**src/rtl/hex_display_mux_pkg.sv**
```systemverilog
// Shared constants for the seven-segment display driver: hex font and blank pattern.
// Glyphs are active-high segment patterns g..a (bit 6 = g, bit 0 = a).
package hex_display_mux_pkg;

   localparam logic [7:0] SEG_OFF = 8'hFF;

   localparam logic [6:0] GLYPH_0 = 7'h3F;
   localparam logic [6:0] GLYPH_1 = 7'h06;
   localparam logic [6:0] GLYPH_2 = 7'h5B;
   localparam logic [6:0] GLYPH_3 = 7'h4F;
   localparam logic [6:0] GLYPH_4 = 7'h66;
   localparam logic [6:0] GLYPH_5 = 7'h6D;
   localparam logic [6:0] GLYPH_6 = 7'h7D;
   localparam logic [6:0] GLYPH_7 = 7'h07;
   localparam logic [6:0] GLYPH_8 = 7'h7F;
   localparam logic [6:0] GLYPH_9 = 7'h6F;
   localparam logic [6:0] GLYPH_A = 7'h77;
   localparam logic [6:0] GLYPH_B = 7'h7C;  // lowercase b
   localparam logic [6:0] GLYPH_C = 7'h39;
   localparam logic [6:0] GLYPH_D = 7'h5E;  // lowercase d
   localparam logic [6:0] GLYPH_E = 7'h79;
   localparam logic [6:0] GLYPH_F = 7'h71;

endpackage

```
**src/rtl/hex_display_mux_encoder.sv**
```systemverilog
// hex_encoder: one hex nibble to an active-low segment byte (bit 7 = dot).
// 'off' blanks the glyph only; the dot is controlled separately so a
// suppressed leading zero can still show its decimal point.
module hex_encoder
   import hex_display_mux_pkg::*;
(
   input  logic [3:0] nibble,
   input  logic       off,
   input  logic       dot,
   output logic [7:0] segments
);

   logic [6:0] glyph;

   // Font lookup
   always_comb begin
      glyph = GLYPH_0;
      case (nibble)
         4'h0: glyph = GLYPH_0;
         4'h1: glyph = GLYPH_1;
         4'h2: glyph = GLYPH_2;
         4'h3: glyph = GLYPH_3;
         4'h4: glyph = GLYPH_4;
         4'h5: glyph = GLYPH_5;
         4'h6: glyph = GLYPH_6;
         4'h7: glyph = GLYPH_7;
         4'h8: glyph = GLYPH_8;
         4'h9: glyph = GLYPH_9;
         4'hA: glyph = GLYPH_A;
         4'hB: glyph = GLYPH_B;
         4'hC: glyph = GLYPH_C;
         4'hD: glyph = GLYPH_D;
         4'hE: glyph = GLYPH_E;
         4'hF: glyph = GLYPH_F;
         default: glyph = GLYPH_0;
      endcase
   end

   assign segments = {~dot, (off ? 7'h7F : ~glyph)};

endmodule

```
**src/rtl/hex_display_mux.sv**
```systemverilog
// hex_display_mux: time-multiplexed common-anode seven-segment driver.
// The scan counter (cnt, idx) names the output cycle being computed, so it
// runs one cycle ahead of the registered outputs. When it reads slot 0
// cycle 0, the display is showing the last cycle of the frame: that is the
// promotion point. The first output cycle of the new frame is dead time, so
// the new active contents are never seen half-applied.
module hex_display_mux
   import hex_display_mux_pkg::*;
#(
   parameter int DIGITS   = 4,
   parameter int SCAN_DIV = 1024,
   parameter int DEAD     = 4
) (
   input  logic                  clk,
   input  logic                  reset,
   input  logic [4*DIGITS-1:0]   value,
   input  logic [DIGITS-1:0]     dots,
   input  logic                  blank_lz,
   input  logic                  load,
   input  logic                  enable,
   output logic [7:0]            segments,
   output logic [DIGITS-1:0]     digit_en,
   output logic                  frame
);

   localparam int CW = $clog2(SCAN_DIV);
   localparam int IW = $clog2(DIGITS);

   logic [CW-1:0]         cnt;
   logic [IW-1:0]         idx;

   logic [4*DIGITS-1:0]   pend_value;
   logic [DIGITS-1:0]     pend_dots;
   logic                  pend_blank_lz;
   logic                  pend_valid;

   logic [4*DIGITS-1:0]   act_value;
   logic [DIGITS-1:0]     act_dots;
   logic                  act_blank_lz;

   logic                  boundary;
   logic                  dead;
   logic                  lit;
   logic                  lead;
   logic [DIGITS-1:0]     suppress;
   logic [3:0]            cur_nibble;
   logic                  cur_dot;
   logic                  cur_sup;
   logic                  enc_off;
   logic                  enc_dot;
   logic [7:0]            seg_next;
   logic [DIGITS-1:0]     en_next;

   assign boundary = (cnt == '0) && (idx == '0);
   assign dead     = (cnt < CW'(DEAD));
   assign lit      = enable && !dead;

   // Scan counter and digit index
   always_ff @(posedge clk or posedge reset) begin
      if (reset) begin
         cnt <= '0;
         idx <= '0;
      end else if (cnt == CW'(SCAN_DIV - 1)) begin
         cnt <= '0;
         idx <= (idx == IW'(DIGITS - 1)) ? '0 : idx + 1'b1;
      end else begin
         cnt <= cnt + 1'b1;
      end
   end

   // Pending capture and frame-boundary promotion. With nothing pending, a
   // load that lands on the boundary goes straight to active; with something
   // pending, the older data is promoted and the new load waits a frame.
   always_ff @(posedge clk or posedge reset) begin
      if (reset) begin
         pend_value    <= '0;
         pend_dots     <= '0;
         pend_blank_lz <= 1'b0;
         pend_valid    <= 1'b0;
         act_value     <= '0;
         act_dots      <= '0;
         act_blank_lz  <= 1'b0;
      end else begin
         if (boundary && pend_valid) begin
            act_value    <= pend_value;
            act_dots     <= pend_dots;
            act_blank_lz <= pend_blank_lz;
         end else if (boundary && load) begin
            act_value    <= value;
            act_dots     <= dots;
            act_blank_lz <= blank_lz;
         end
         if (load) begin
            pend_value    <= value;
            pend_dots     <= dots;
            pend_blank_lz <= blank_lz;
         end
         pend_valid <= boundary ? (pend_valid & load) : (pend_valid | load);
      end
   end

   // Leading-zero mask: walk down from the top digit until a nonzero nibble
   always_comb begin
      suppress = '0;
      lead     = act_blank_lz;
      for (int k = DIGITS - 1; k >= 1; k--) begin
         if (lead && (act_value[4*k +: 4] == 4'h0)) begin
            suppress[k] = 1'b1;
         end else begin
            lead = 1'b0;
         end
      end
   end

   // Select the current digit's nibble, dot and suppression; build digit drive
   always_comb begin
      cur_nibble = 4'h0;
      cur_dot    = 1'b0;
      cur_sup    = 1'b0;
      en_next    = '1;
      for (int k = 0; k < DIGITS; k++) begin
         if (idx == IW'(k)) begin
            cur_nibble = act_value[4*k +: 4];
            cur_dot    = act_dots[k];
            cur_sup    = suppress[k];
            en_next[k] = !lit;
         end
      end
   end

   assign enc_off = !enable || dead || cur_sup;
   assign enc_dot = cur_dot && !dead && enable;

   hex_encoder u_enc (
      .nibble   (cur_nibble),
      .off      (enc_off),
      .dot      (enc_dot),
      .segments (seg_next)
   );

   // Output registers; reset blanks the display immediately
   always_ff @(posedge clk or posedge reset) begin
      if (reset) begin
         segments <= SEG_OFF;
         digit_en <= '1;
         frame    <= 1'b0;
      end else begin
         segments <= seg_next;
         digit_en <= en_next;
         frame    <= boundary;
      end
   end

endmodule
```
**config.mk**
```make
export PLATFORM = sky130hd
export DESIGN_NAME = hex_display_mux
export DESIGN_NICKNAME = d
export VERILOG_FILES = /design/src/rtl/hex_display_mux_pkg.sv /design/src/rtl/hex_display_mux_encoder.sv /design/src/rtl/hex_display_mux.sv
export SDC_FILE = /design/constraint.sdc
export NUM_CORES = 1
export LEC_CHECK = 0
export CAP_MARGIN = 10
export CORE_MARGIN = 2
export CORE_UTILIZATION = 50
export CTS_CLUSTER_DIAMETER = 200
export DETAILED_ROUTE_END_ITERATION = 10
export PLACE_DENSITY = 0.79
export SLEW_MARGIN = 10
export SYNTH_ARGS = -nofsm -noshare
export SYNTH_HDL_FRONTEND = slang
export SYNTH_SLANG_ARGS = --single-unit
```
**constraint.sdc**
```tcl
create_clock -name clk -period 4.2 [get_ports clk]
set_clock_uncertainty 0.2 [all_clocks]
set_input_delay 0.84 -clock clk [delete_from_list [all_inputs] [get_ports clk]]
set_output_delay 0.84 -clock clk [all_outputs]
set_load 0.01 [all_outputs]
```
==> impl_metrics.json <==
{
  "async_flop_share": 1.00,
  "clock_sinks": 68,
  "synth_warnings": 0,
  "crit_fanout": 10,
  "slew_viol_final": 0,
  "drc": 0,
  "final_cell_mix": "dfrtp_1 (56), clkdlybuf4s50_1 (37), nand2_1 (35)",
  "hold_depth": 2,
  "setup_violations": 0,
  "worstPathArrival_ns": 3.02,
  "areaGrowthSynthToFinish_pct": 18.8,
  "synth_nets": 334,
  "ys.flop_type": "dfrtp_1",
  "ios": 38,
  "synth_top_area_cell": "dfrtp_1",
  "yosys-top-cells-area": "dfrtp_1 (42%), dfstp_2 (9.5%), mux2_2 (7.1%)",
  "diodes": 0,
  "ant_nets": 0,
  "fillCellCount": 515,
  "p_per_area_nw_per_um2": 377,
  "grt_pass1_vias": 2321,
  "drt_iter0_drc": 129,
  "drive_above_1_share": 0.199,
  "grt_max_degree": 69,
  "final_net_count": 369,
  "cts_resized": 0,
  "rsz0062_at_grt": "no",
  "hold_buffers": 0,
  "synth_edf_count": 0,
  "cp_num_cells": 9,
  "clock.fmax_mhz": 334,
  "endpoint_kind": "flip-flop",
  "rows": 29,
  "cp_slowest_cell": "a221oi_2",
  "cp-start-kind": "flip-flop",
  "die_w_um": 85.7,
  "crit_type": "reg2reg",
  "fin_crit_ns": 2.99,
  "cp_cell_sequence": "inv_1 -> ha_1 -> a211oi_1 -> a221oi_2 -> inv_1 -> ha_1 -> mux2_1 -> nor4b_1 -> a41oi_1",
  "syn_area_per_cell_sq_um": 11.2,
  "synth_cells": 297,
  "cts_setup_buffers": 0,
  "wirelength_um": 6600,
  "wire_per_inst_um": 15.9,
  "hp-class": "reg2reg",
  "yosysUniqueCellTypes": 57,
  "seq_area_sq_um": 1720,
  "synth-seq-cells": 68,
  "place.gp.congestion": 0.891,
  "period_share": 0.712,
  "port_buffers": 37,
  "cts.clk_slew.worst_paths_ns": 0.07,
  "drv_cap": 0,
  "hpwl_um": 4640,
  "start_util": 0.522,
  "ir_worst_vdd_uv": 247,
  "hold_viol": 0,
  "vias": 2363,
  "multi_input_area_sq_um": 1480,
  "clock-root-buffer": "clkbuf_8",
  "clock_path_buffers": 2,
  "vias_per_cell": 5.71,
  "worstMarginPinSlew_ns": 0.866,
  "fp.coreArea_sq_um": 6390,
  "synth.top_cell.area_share": 0.420,
  "power.total_mw": 1.49,
  "grt_use_total": 0.196,
  "antenna_found_initial": 0,
  "grt_overflow": 0,
  "yosysSeqAreaShare": 0.515,
  "cp.buffers_inverters": 2,
  "grt_first_pass_wirelength_um": 11100,
  "crit_family": "adder cells",
  "firstDrtPassIters": 4,
  "cts_tree": "built",
  "crit_required_ns": 4.23,
  "die_h_um": 85.7,
  "clock_latency_ns": 0.35,
  "netlist_area_sq_um": 3330,
  "p_leak_nw": 1.65,
  "cpPeakStageDelay_ns": 0.47,
  "cts_buffers": 9,
  "htree_levels": 3,
  "rr_worst_depth": 9,
  "slew_headroom": 0.423,
  "die_area_sq_um": 7340,
  "run_status": "complete, no violations",
  "fin_setup_tns_ns": 0,
  "mostFrequentLayoutCell": "dfrtp_1"
}
==> state kept, by name (all words and copies together) (netlist names) <==
signal and count:
pend_valid 1, frame 1, act_dots 4, act_blank_lz 1
act_value 16, cnt 10, idx 2, pend_dots 4
pend_value 16, pend_blank_lz 1, segments 8, digit_en 4
==> area by class of cell <==
class | count | share of cell area
sequential | 68 | 0.433
multi-input combinational | 200 | 0.374
timing repair buffer | 41 | 0.101
clock buffer | 12 | 0.0366
tap | 77 | 0.0243
clock inverter | 4 | 0.0183
inverter | 12 | 0.0126
==> per-layer routing <==
metal / wire [um] / share of wire / global-route usage
met5: 0 / 0 / 0
met4: 165 / 0.025 / 0.0938
met3: 195 / 0.030 / 0.0452
met2: 3170 / 0.48 / 0.304
met1: 3070 / 0.47 / 0.262
==> path summary, 6_finish.rpt <==
path	start	to	slack, ns
setup reg to reg	idx[0]	segments[3]	1.21
hold / removal	act_value[12]	act_value[12]	0.29
min in group asynchronous	reset	cnt[6]	0.87
setup / recovery	idx[0]	segments[3]	1.21
max in group asynchronous	reset	act_dots[3]	2.40
hold reg to reg	act_value[12]	act_value[12]	0.29
==> worst reg2reg max path, stage by stage, from the launching register on <==
cell,delay (ns)
dfrtp_1,0.40
inv_1,0.12
ha_1,0.38
a211oi_1,0.11
a221oi_2,0.47
inv_1,0.19
ha_1,0.36
mux2_1,0.30
nor4b_1,0.27
a41oi_1,0.07
==> where the power goes <==
| group | internal [mW] | leakage, nW | switching, mW |
|---|---|---|---|
| clock network | 0.350 | 0.107 | 0.249 |
| registers | 0.704 | 0.799 | 0.0265 |
| logic | 0.0895 | 0.743 | 0.0740 |
==> logic make-up (layout without fill, tap and decap cells) <==
kind of cell | count (synthesis) | count (layout) | synth area share
XOR/XNOR | 7 | 7 | 0.0184
flip-flops | 68 | 68 | 0.515
buffers and inverters | 29 | 69 | 0.0409
AND/OR/NAND/NOR | 83 | 83 | 0.138
multiplexers | 26 | 26 | 0.0863
adder cells (fa/ha/maj) | 13 | 13 | 0.0480
AO/OA/AOI/OAI | 71 | 71 | 0.154
==> cell usage after synthesis (all sizes together) (4+ instances only) <==
library cell,instances
dfstp,12
dfrtp,56
a22oi,21
xnor2,4
mux2,22
mux2i,4
o21ai,27
nor2b,11
ha,12
nand3b,4
inv,11
nor2,8
clkbuf,8
nand3,5
buf,9
nand2,35
a31oi,4
==> through the flow <==
step | instance area [sq um] | hold WS (ns) | std cells | worst slack, ns | util
after floorplan | 3330 | 0.242 | 297 | 1.47 | -
after global placement | 3740 | 0.272 | 398 | 1.40 | 0.586
after detailed placement | 3740 | 0.275 | 398 | 1.25 | 0.586
after CTS | 3960 | 0.291 | 414 | 1.23 | 0.620
after global routing | 3960 | 0.324 | 414 | 0.876 | 0.620
final | 3960 | 0.287 | 414 | 1.21 | 0.620
Note: power is estimated with default switching activity, not from simulation.
